File: config.mk
export PLATFORM = sky130hd
export DESIGN_NAME = periph_reset_seq
export DESIGN_NICKNAME = d
export VERILOG_FILES = /design/src/rtl/periph_reset_seq.sv
export SDC_FILE = /design/constraint.sdc
export NUM_CORES = 1
export LEC_CHECK = 0
export CAP_MARGIN = 20
export CORE_MARGIN = 3
export CORE_UTILIZATION = 35
export DETAILED_ROUTE_END_ITERATION = 16
export GPL_ROUTABILITY_DRIVEN = 1
export PLACE_DENSITY_LB_ADDON = 0.15
export SETUP_SLACK_MARGIN = 0.3
export SLEW_MARGIN = 20
export SYNTH_ARGS = -nofsm -noshare
export SYNTH_HDL_FRONTEND = slang
export SYNTH_SLANG_ARGS = --single-unit
File: constraint.sdc
create_clock -name clk -period 2.1 [get_ports clk]
set_clock_uncertainty 0.1 [all_clocks]
set_input_delay 0.21 -clock clk [delete_from_list [all_inputs] [get_ports clk]]
set_output_delay 0.21 -clock clk [all_outputs]
set_load 0.01 [all_outputs]
File: src/rtl/periph_reset_seq.sv
// Staged peripheral reset release sequencer with a 3-register CSR window.
// Optional macro PERIPH_RESET_SEQ_ORDERED_ABORT_EN: abort re-asserts stages one by one in reverse.
module periph_reset_seq #(
  parameter logic [4:0] BASE_ADDR  = 5'h1d,
  parameter int         NUM_STAGES = 4,
  parameter logic [7:0] DFL_DELAY  = 8'h04
) (
  input  logic                  clk,
  input  logic                  rst,
  input  logic                  ce,
  input  logic [4:0]            csr_a,
  input  logic [7:0]            csr_di,
  input  logic                  csr_we,
  output logic [7:0]            csr_do,
  input  logic                  start,
  input  logic                  abort,
  output logic [NUM_STAGES-1:0] rst_out,
  output logic                  busy,
  output logic                  done
);

  localparam logic [4:0] A_CTRL  = BASE_ADDR;
  localparam logic [4:0] A_DELAY = BASE_ADDR + 5'd1;
  localparam logic [4:0] A_HOLD  = BASE_ADDR + 5'd2;
  localparam logic [2:0] LAST    = 3'(NUM_STAGES - 1);
  localparam logic [NUM_STAGES-1:0] ONE = NUM_STAGES'(1);

  typedef enum logic [2:0] {
    S_IDLE,
    S_WAIT,
    S_RELEASE,
    S_DONE,
    S_ASSERT
  } state_t;

  state_t                  state_q, state_d;
  logic [7:0]              cnt_q, cnt_d;
  logic [2:0]              idx_q, idx_d;
  logic [NUM_STAGES-1:0]   released_q, released_d;
  logic [NUM_STAGES-1:0]   hold_q, hold_d;
  logic [7:0]              delay_q, delay_d;
  logic                    busy_q, busy_d;
  logic                    done_q, done_d;
  logic                    go;
  logic [7:0]              hold_rd;

  // abort always beats a simultaneous start or restart
  assign go = (start | (csr_we & (csr_a == A_CTRL) & csr_di[0])) & ~abort;

`ifdef PERIPH_RESET_SEQ_ORDERED_ABORT_EN
  logic [2:0] top_idx;
  always_comb begin
    top_idx = '0;
    for (int i = 0; i < NUM_STAGES; i++) begin
      if (released_q[i]) top_idx = 3'(i);
    end
  end
`endif

  always_comb begin
    state_d    = state_q;
    cnt_d      = cnt_q;
    idx_d      = idx_q;
    released_d = released_q;
    hold_d     = hold_q;
    delay_d    = delay_q;
    if (csr_we && csr_a == A_DELAY) delay_d = csr_di;
    if (csr_we && csr_a == A_HOLD)  hold_d  = csr_di[NUM_STAGES-1:0];

    case (state_q)
      S_IDLE: begin
        released_d = '0;
        if (go) begin
          state_d = S_WAIT;
          cnt_d   = delay_q;
          idx_d   = '0;
        end
      end
      S_WAIT: begin
        if (cnt_q == 8'd0) state_d = S_RELEASE;
        else if (ce)       cnt_d   = cnt_q - 8'd1;
      end
      S_RELEASE: begin
        released_d = released_q | (ONE << idx_q);
        if (idx_q == LAST) begin
          state_d = S_DONE;
        end else begin
          idx_d   = idx_q + 3'd1;
          cnt_d   = delay_q;
          state_d = S_WAIT;
        end
      end
      S_DONE: begin
        if (go) begin
          released_d = '0;
          idx_d      = '0;
          cnt_d      = delay_q;
          state_d    = S_WAIT;
        end
      end
      S_ASSERT: begin
`ifdef PERIPH_RESET_SEQ_ORDERED_ABORT_EN
        if (released_q == '0) begin
          state_d = S_IDLE;
        end else if (cnt_q == 8'd0) begin
          released_d = released_q & ~(ONE << top_idx);
          cnt_d      = delay_q;
        end else if (ce) begin
          cnt_d = cnt_q - 8'd1;
        end
`else
        state_d = S_IDLE;
`endif
      end
      default: state_d = S_IDLE;
    endcase

    if (abort) begin
`ifdef PERIPH_RESET_SEQ_ORDERED_ABORT_EN
      // first abort walks stages back down; a second one collapses at once
      if (state_q == S_ASSERT) begin
        state_d    = S_IDLE;
        released_d = '0;
        cnt_d      = '0;
        idx_d      = '0;
      end else if (state_q != S_IDLE) begin
        state_d    = S_ASSERT;
        released_d = released_q;
        cnt_d      = delay_q;
        idx_d      = '0;
      end
`else
      state_d    = S_IDLE;
      released_d = '0;
      cnt_d      = '0;
      idx_d      = '0;
`endif
    end

    busy_d = (state_d == S_WAIT) || (state_d == S_RELEASE) || (state_d == S_ASSERT);
    done_d = (state_d == S_DONE);
  end

  always_ff @(posedge clk or posedge rst) begin
    if (rst) begin
      state_q    <= S_IDLE;
      cnt_q      <= '0;
      idx_q      <= '0;
      released_q <= '0;
      hold_q     <= '0;
      delay_q    <= DFL_DELAY;
      busy_q     <= 1'b0;
      done_q     <= 1'b0;
    end else begin
      state_q    <= state_d;
      cnt_q      <= cnt_d;
      idx_q      <= idx_d;
      released_q <= released_d;
      hold_q     <= hold_d;
      delay_q    <= delay_d;
      busy_q     <= busy_d;
      done_q     <= done_d;
    end
  end

  assign rst_out = ~released_q | hold_q;
  assign busy    = busy_q;
  assign done    = done_q;

  always_comb begin
    hold_rd                   = '0;
    hold_rd[NUM_STAGES-1:0]   = hold_q;
    csr_do                    = 8'h00;
    if (csr_a == A_CTRL)       csr_do = {1'b0, idx_q, 1'b0, done_q, busy_q, 1'b0};
    else if (csr_a == A_DELAY) csr_do = delay_q;
    else if (csr_a == A_HOLD)  csr_do = hold_rd;
  end

endmodule

==> results.txt, run 1 <==
The run finished with clean final reports. Subtracting the final worst setup slack from the clock period gives 1940 ps. Worst-skew pair later-pin latency: 280 ps. The run gives 0 as the number of endpoints with negative hold slack in the final report. The tools report the met3 layer usage reported by global route as 0.0460. The logs give 8.87 mm for the wire length of the first global-routing pass and 4 for the number of detailed-route iterations in the first pass. The tightest min-delay check is of the input pin to asynchronous set/reset pin type. Clock-pin slew was measured on the worst setup and hold paths at 70 ps. The tools report the worst-case clock buffer depth as 2.

The fraction of the mapped netlist area in compound gates is 0.219, and the sequential standard cell area is 805 um2. STA puts the critical path data arrival time at 2020 ps. The logs give 1190 um2 for the multi-input logic area and 0.289 for the relative contribution of the clock network to total power. Setup repair after global routing could not meet its margin everywhere. The worst register-to-register path begins at cnt_q[0]. The power per cell area is 718 nW/um2. The tools report the capturing point of the worst reg2reg path as cnt_q[2].

After legalization and detailed placement, the total HPWL measured 3.90 mm. The setup check on the worst reg-to-reg path leaves a slack of 160 ps. In this run the vertical extent of the chip is 80.7 um.

The proportion of synthesized chip area in sequential cells is 0.410, and the max-slew violation total from the final report is 0. For this design the top-level I/O count stands at 33. The critical path in this run is classified as flop to flop. Hold is met by 210 ps. Summing every instance area after synthesis gives 1950 um2.

Met1 usage in global routing: 0.239. Highest fanout seen on the critical path: 7. After detailed placement, the design holds a cell count of 315. The count of H-tree levels built during CTS is 2. The worst slack at placement is -39.1 ps. The initial core utilization is 0.373. The number of global-route vias before repair is 1720. The fraction of layout cells with a size suffix above 1 is 0.387. Once detail routing completed, the nets flagged for antenna violations numbered 0. The synthesized area per cell works out to 10.0 um2. For this design the total switching power over the nets is 0.649 mW.

The share of synthesized cell area in and, or, nand and nor gates was 0.203; the max capacitance violation total was 0. The CTS sink count is 32. The synthesized design contains 32 register bits. Based on the critical path, the design can be clocked at up to 0.516 GHz. Setup slack closes at 164 ps. The number of nets handed over by synthesis was 221. The remaining global-route overflow is 0, and the placer congestion estimate is 0.852.

Overall die area: 6520 um2. For the sum of routed wire length over all layers, the log shows 5.44 mm. The standard-cell row count is 26.

The logs give 0 for the antenna cell count and 5 for the CTS buffer count. The xor/xnor cell area share of the yosys netlist is 0.00448. The count of cells in the finished layout, fillers not included, comes to 339. In this run the horizontal extent of the chip is 80.7 um.

Counting flops with a built-in enable in the synthesized netlist gives 0. For the number of antenna violations at the first check in global routing, the log shows 0. Entering global routing, the biggest net connects 33 pins.

In the routed design, unresolved DRC markers number 0. For this run, the number of Yosys warnings is 0. The via count normalized by instance count is 5.22. VDD sags by at most 0.308 mV. Overall fraction of global-route tracks in use: 0.182. The startpoint class of the critical path was a flop.

The part of the cycle the worst path needs was 0.922; the leakage power was 1.26 nW. The met2 layer usage reported by global route was 0.296. Proportion of synthesized flip-flops having asynchronous set or reset: 1.00. The sort of element at the end of the critical path was a flop. The core region is 5240 um2. The routed layout has 1769 vias. The post-synthesis share of cell area spent on full adders, half adders and majority gates was 0.0448; the number of DRC violations after detailed-routing iteration 0 was 84. After synthesis, the netlist uses 62 different library cells. The portion of netlist area occupied by mux cells is 0.0794. Global-route layer with the greatest usage: met2. Main combinational cell family by area after synthesis: compound AO/OA/AOI/OAI gates.

From synthesis to final layout, the design area changed by 45.0%. Internal power comes to 1.39 mW. TritonCTS built the clock tree. Data on the critical path is required at its endpoint by 2180 ps. Post-layout net count: 294. The number of standard cells after synthesis was 195. The total of fill cells in the finished design was 483; the count of input and output buffers was 32. The most used flip-flop cell after synthesis is sky130_fd_sc_hd__dfrtp_1. The part of the total power dissipated in combinational logic is 0.317, and the total of endpoints with negative setup slack in the final report is 0.

The share of total power consumed by net switching came out at 0.319. The worst register-to-register path has a depth of 7. Dividing the detail-routed wire length by the instance count gives 16.1 um. The tools report the library cell used as clock root buffer as sky130_fd_sc_hd__clkbuf_8. The run gives 0.394 as the proportion of power drawn by flip-flops and latches.
-- worst max path at each step --
stage	start	end	slack (ps)	cells after the start
detailed placement	csr_a[2]	csr_do[5]	-40	5
global placement	csr_a[2]	csr_do[0]	-40	5
global route	cnt_q[0]	cnt_q[4]	90	7
floorplan	cnt_q[0]	cnt_q[2]	200	7
CTS	cnt_q[0]	cnt_q[2]	140	7
finish	cnt_q[0]	cnt_q[2]	160	7
-- state kept, by name, summed over array words and instances (netlist names) --
register and cells:
released_q 4, busy 1, cnt_q 8, hold_q 4
done 1, idx_q 3, state_q 3, delay_q 8
-- power groups by stage --
stage                     Sequential, mW  Clock (mW)  Combinational [mW]
after floorplan                    0.784           0               0.359
after global placement             0.808           0               0.566
after detailed placement           0.808           0               0.567
after CTS                          0.799       0.598               0.628
after global routing               0.816       0.628               0.710
final                              0.802       0.588               0.645
-- cell usage after synthesis, types with 2 or more instances --
library cell / number / area (um2)
sky130_fd_sc_hd__dfrtp_1: 31 / 776
sky130_fd_sc_hd__nor2_1: 20 / 75.1
sky130_fd_sc_hd__mux2_2: 12 / 135
sky130_fd_sc_hd__inv_1: 11 / 41.3
sky130_fd_sc_hd__nand2_1: 10 / 37.5
sky130_fd_sc_hd__a21oi_1: 9 / 45.0
sky130_fd_sc_hd__ha_1: 7 / 87.6
sky130_fd_sc_hd__o21ai_1: 7 / 35.0
sky130_fd_sc_hd__o21ai_0: 6 / 30.0
sky130_fd_sc_hd__a22o_1: 5 / 43.8
sky130_fd_sc_hd__nand2b_1: 5 / 31.3
sky130_fd_sc_hd__a31oi_1: 4 / 25.0
sky130_fd_sc_hd__nor3_1: 4 / 20.0
sky130_fd_sc_hd__nand3_1: 3 / 15.0
sky130_fd_sc_hd__o22ai_1: 3 / 18.8
sky130_fd_sc_hd__a211oi_1: 2 / 15.0
sky130_fd_sc_hd__and2_1: 2 / 12.5
sky130_fd_sc_hd__and3_1: 2 / 12.5
sky130_fd_sc_hd__and4_1: 2 / 17.5
sky130_fd_sc_hd__clkbuf_1: 2 / 7.51
sky130_fd_sc_hd__mux2i_1: 2 / 20.0
sky130_fd_sc_hd__nand4_1: 2 / 12.5
sky130_fd_sc_hd__nor4_1: 2 / 12.5
sky130_fd_sc_hd__o21ai_2: 2 / 17.5
sky130_fd_sc_hd__o31ai_1: 2 / 15.0
sky130_fd_sc_hd__or3_1: 2 / 12.5
-- cells in the final DEF, fill, tap and decap left out, types with 2 or more instances in the layout --
cell,n
sky130_fd_sc_hd__a21oi_1,7
sky130_fd_sc_hd__buf_6,2
sky130_fd_sc_hd__o21ai_4,2
sky130_fd_sc_hd__clkdlybuf4s15_1,2
sky130_fd_sc_hd__nand4_1,2
sky130_fd_sc_hd__clkdlybuf4s50_1,19
sky130_fd_sc_hd__nand3_1,3
sky130_fd_sc_hd__o22ai_1,2
sky130_fd_sc_hd__and3_1,2
sky130_fd_sc_hd__ha_2,2
sky130_fd_sc_hd__nor3_1,4
sky130_fd_sc_hd__ha_1,3
sky130_fd_sc_hd__a31oi_1,4
sky130_fd_sc_hd__inv_2,4
sky130_fd_sc_hd__inv_1,7
sky130_fd_sc_hd__mux2i_1,2
sky130_fd_sc_hd__dfrtp_1,29
sky130_fd_sc_hd__nor4_1,2
sky130_fd_sc_hd__a211oi_1,2
sky130_fd_sc_hd__nor2_2,2
sky130_fd_sc_hd__buf_2,5
sky130_fd_sc_hd__and2_1,2
sky130_fd_sc_hd__o21ai_0,6
sky130_fd_sc_hd__and4_1,2
sky130_fd_sc_hd__o31ai_4,2
sky130_fd_sc_hd__o21ai_1,7
sky130_fd_sc_hd__ha_4,2
sky130_fd_sc_hd__a22o_1,5
sky130_fd_sc_hd__nand2_1,10
sky130_fd_sc_hd__a21oi_2,2
sky130_fd_sc_hd__clkbuf_8,5
sky130_fd_sc_hd__dlygate4sd2_1,4
sky130_fd_sc_hd__nor2_1,18
sky130_fd_sc_hd__or3_1,2
sky130_fd_sc_hd__buf_4,36
sky130_fd_sc_hd__nand2b_1,5
sky130_fd_sc_hd__dfrtp_2,2
sky130_fd_sc_hd__mux2_2,12
-- per-layer routing --
| metal | part of all wire | up-vias |
|---|---|---|
| met5 | 0 | - |
| met4 | 0.015 | 0 |
| met3 | 0.058 | 7 |
| met2 | 0.48 | 57 |
| met1 | 0.45 | 839 |
| li1 | - | 866 |
-- logic make-up after synthesis --
kind of cell    count (synthesis)
compound gates                 56
xor+xnor                        1
fa+ha+maj                       7
buf+inv                        16
flops                          32
mux                            14
other cells                     1
simple gates                   68
-- critical path: stages, from the launching register on --
cell	delay, ps
sky130_fd_sc_hd__dfrtp_1	390
sky130_fd_sc_hd__inv_2	80
sky130_fd_sc_hd__ha_4	130
sky130_fd_sc_hd__or4b_4	490
sky130_fd_sc_hd__o21ai_4	170
sky130_fd_sc_hd__a221o_2	270
sky130_fd_sc_hd__a31oi_2	50
sky130_fd_sc_hd__a21o_1	150
-- layout make-up --
class                      instances  share of cell area
clock buffer                       6              0.0256
sequential                        32               0.284
clock inverter                     2              0.0124
inverter                          11              0.0146
multi-input combinational        147               0.419
timing repair buffer              71               0.214
tap                               70              0.0309
-- per-stage QoR --
stage | utilization | area, um2 | power (mW) | TNS, ps
floorplan | - | 1970 | 1.14 | 0
global placement | 0.483 | 2530 | 1.37 | -154
detailed placement | 0.483 | 2530 | 1.37 | -170
CTS | 0.529 | 2770 | 2.02 | 0
global route | 0.541 | 2830 | 2.16 | 0
finish | 0.541 | 2830 | 2.03 | 0
-- what timing repair did --
item | in CTS | in global routing
hold buffers | 0 | 0
pin swaps | 8 | 7
setup buffers | 11 | 4
endpoints found under the setup margin | 17 | 19
resized for setup | 42 | 13
hold endpoints to repair | 0 | 0
gates cloned | 0 | 1
(Power assumes the default switching activity.)
==> run 2: changes to the inputs <==
RECOVER_POWER = 50   (was unset)
clock period = 1.9 ns   (was 2.1 ns; I/O delays follow)
==> run 2 against run 1 <==
  * The flow now finishes with violations (negative setup slack)
  * Cell count rose by 3.2%
  * Count of clock-buffer cells in the layout up 2
  * Cell area up 5.0%
  * Setup slack worse by 250 ps
  * Power grew 12%
  * Core utilization increased by 2.7 points
  * Highest routed layer unchanged
  * Combinational power is 26% higher
  * Routed wire length grew 2.2%
  * First-iteration DRC count grew 26%
==> results.txt, run 2 (synthesis results as in run 1) <==
The flow ran to the end, but the final reports show violations. The checks that failed: negative setup slack. The top cell types in the final layout, fill and taps aside, are sky130_fd_sc_hd__buf_4, sky130_fd_sc_hd__dfrtp_1, sky130_fd_sc_hd__nor2_1. The max capacitance violation total was 0; the fraction of layout cells with a size suffix above 1 was 0.446. The first global-routing pass estimated 9.05 mm of wire. Highest fanout seen on the critical path: 7. The overall fraction of global-route tracks in use is 0.181, and the max-slew violation total from the final report is 0. Relative to the synthesized area, the layout overhead comes to 52.3%.

For the CTS buffer count, the log shows 5. Including well taps, the total number of placed cells is 330. The tree is rooted in a sky130_fd_sc_hd__clkbuf_8. Traced cell by cell, the critical path runs through inv_2, ha_4, or4b_4, o21ai_4, a221o_2, a31oi_2, a21o_1. The tools report the data required time at the worst endpoint as 1970 ps. The standard cell with the maximum stage delay on the critical path was sky130_fd_sc_hd__or4b_4.

Along the worst hold path, the cell count comes to 2. The post-layout minimum cycle time works out to 1980 ps. Sum of buffers and inverters on the critical path: 1. The tools report the placer congestion estimate as 0.829. Grouping stages by cell kind, the critical path spends the most delay in compound AO/OA/AOI/OAI gates.

The die height came out at 80.7 um. After detailed routing, the average wire length per cell comes to 15.9 um. The commonest non-fill, non-tap cell in the layout was sky130_fd_sc_hd__buf_4. The run gives 0 as the number of endpoints with negative hold slack in the final report.

The path class of the tightest hold or removal check is flop to flop. The clock drives 32 sinks. The tools report the number of routed nets with antenna violations as 0. The critical path crosses 7 cells after its start point. The worst setup path is launched from a flop. The post-layout net count was 305; the worst-skew pair later-pin latency was 270 ps. The tools report the upper clock frequency limit as 0.504 GHz.

The final layout contains routed wiring with a total length of 5.56 mm. The clock tree synthesis step divided the H-tree into 2 levels. The floorplan step defined a die boundary enclosing 6520 um2. Count of input and output buffers: 32. The core region is 5240 um2. STA puts the critical path data arrival time at 2050 ps.

For the pin count of the biggest net entering global routing, the log shows 33. The worst-margin pin slew is 809 ps, and the antenna cell count is 0. The clock passes through at most 2 buffers.

The worst slack at placement was -230 ps. Largest incremental delay on the critical path: 500 ps. The total number of vias is 1811. Measured in cells, the most critical reg-to-reg path has a length of 7. The number of detailed-route iterations in the first pass is 4, and the via count normalized by instance count is 5.17. For the final standard cell utilization of the core, the log shows 0.568.

Setup total negative slack on the finished layout was measured at -263 ps. Once layout is complete, the cells apart from fillers number 350. In the routed design, unresolved DRC markers number 0. The tightest slew margin relative to the limit was 0.461. The largest registers in the layout are cnt_q: 8 flops, delay_q: 8 flops. TritonCTS built the clock tree. By startpoint and endpoint, the worst setup path is classified as flop to flop.

Buffers inserted to repair hold after CTS numbered 0. The remaining global-route overflow was 0; the standard-cell row count was 26. The tools report the half-perimeter wire length of the detailed placement result as 4.05 mm.

The worst-case IR drop observed on VDD is 0.343 mV. The part of the cycle the worst path needs was 1.04. The initial core utilization came out at 0.373. The number of DRC violations after detailed-routing iteration 0 is 106. In this run the horizontal extent of the chip is 80.7 um. The run gives 0 as the number of antenna violations at the first check in global routing. The logs give 1846 for the number of global-route vias before repair and -82.2 ps for the least setup slack across all paths after layout. The tools report the sort of element at the end of the critical path as a flop. Dividing total power by cell area gives a power density of 764 nW/um2. The tools report the total of endpoints with negative setup slack in the final report as 7. The leakage power was 1.33 nW. In this run the count of I/O pins placed on the die edge is 33. Setup repair after global routing could not meet its margin everywhere. The clock-pin slew reported for the worst setup and hold paths after clock tree synthesis is 70 ps.
[run 2: worst min-delay path: cells and delay by family (launching register included)]
| family | cells | cell delay (ps) |
|---|---|---|
| flops | 1 | 350 |
| compound gates | 1 | 40 |
| simple gates | 1 | 70 |
[run 2: path summary, 6_finish.rpt]
| kind | slack [ps] | to | start |
|---|---|---|---|
| max | -80 | cnt_q[2] | cnt_q[0] |
| min | 400 | released_q[0] | released_q[0] |
| max reg2reg | -80 | cnt_q[2] | cnt_q[0] |
| max in group asynchronous | 650 | state_q[2] | rst |
| min in group asynchronous | 490 | delay_q[1] | rst |
| min reg2reg | 400 | released_q[0] | released_q[0] |
[run 2: area by class of cell]
cell class,count,area [um2]
fillers,449,2260
clock buffers,8,100
well taps,70,87.6
flip-flops and latches,32,805
repair buffers,82,717
multi-input cells,147,1230
inverters,11,41.3
[run 2: report_power, final]
| group | leakage (nW) | switching (mW) | internal (mW) |
|---|---|---|---|
| clock | 0.0515 | 0.251 | 0.331 |
| sequential | 0.417 | 0.0960 | 0.784 |
| combinational | 0.858 | 0.392 | 0.420 |
| total | 1.33 | 0.739 | 1.54 |
[run 2: metal layers]
metal	GRT usage	part of all wire	routed length, um	vias to the layer above
li1	-	-	-	889
met4	0.0726	0.018	99	0
met3	0.0314	0.058	324	10
met2	0.292	0.46	2570	60
met1	0.240	0.46	2570	852
met5	0	0	0	-
[run 2: repair_timing]
action	4_1_cts	5_1_grt
endpoints found under the hold margin	0	0
gates resized for setup	50	28
setup endpoints to repair	26	25
pin swaps	9	16
buffers inserted	5	6
gates cloned	1	0
[run 2: metrics by stage]
stage | power [mW] | instance area (um2) | hold slack, ps
after global placement | 1.59 | 2680 | 386
after CTS | 2.23 | 2910 | 216
after floorplan | 1.27 | 1980 | 205
final | 2.27 | 2980 | 405
after global routing | 2.42 | 2980 | 448
after detailed placement | 1.59 | 2680 | 392
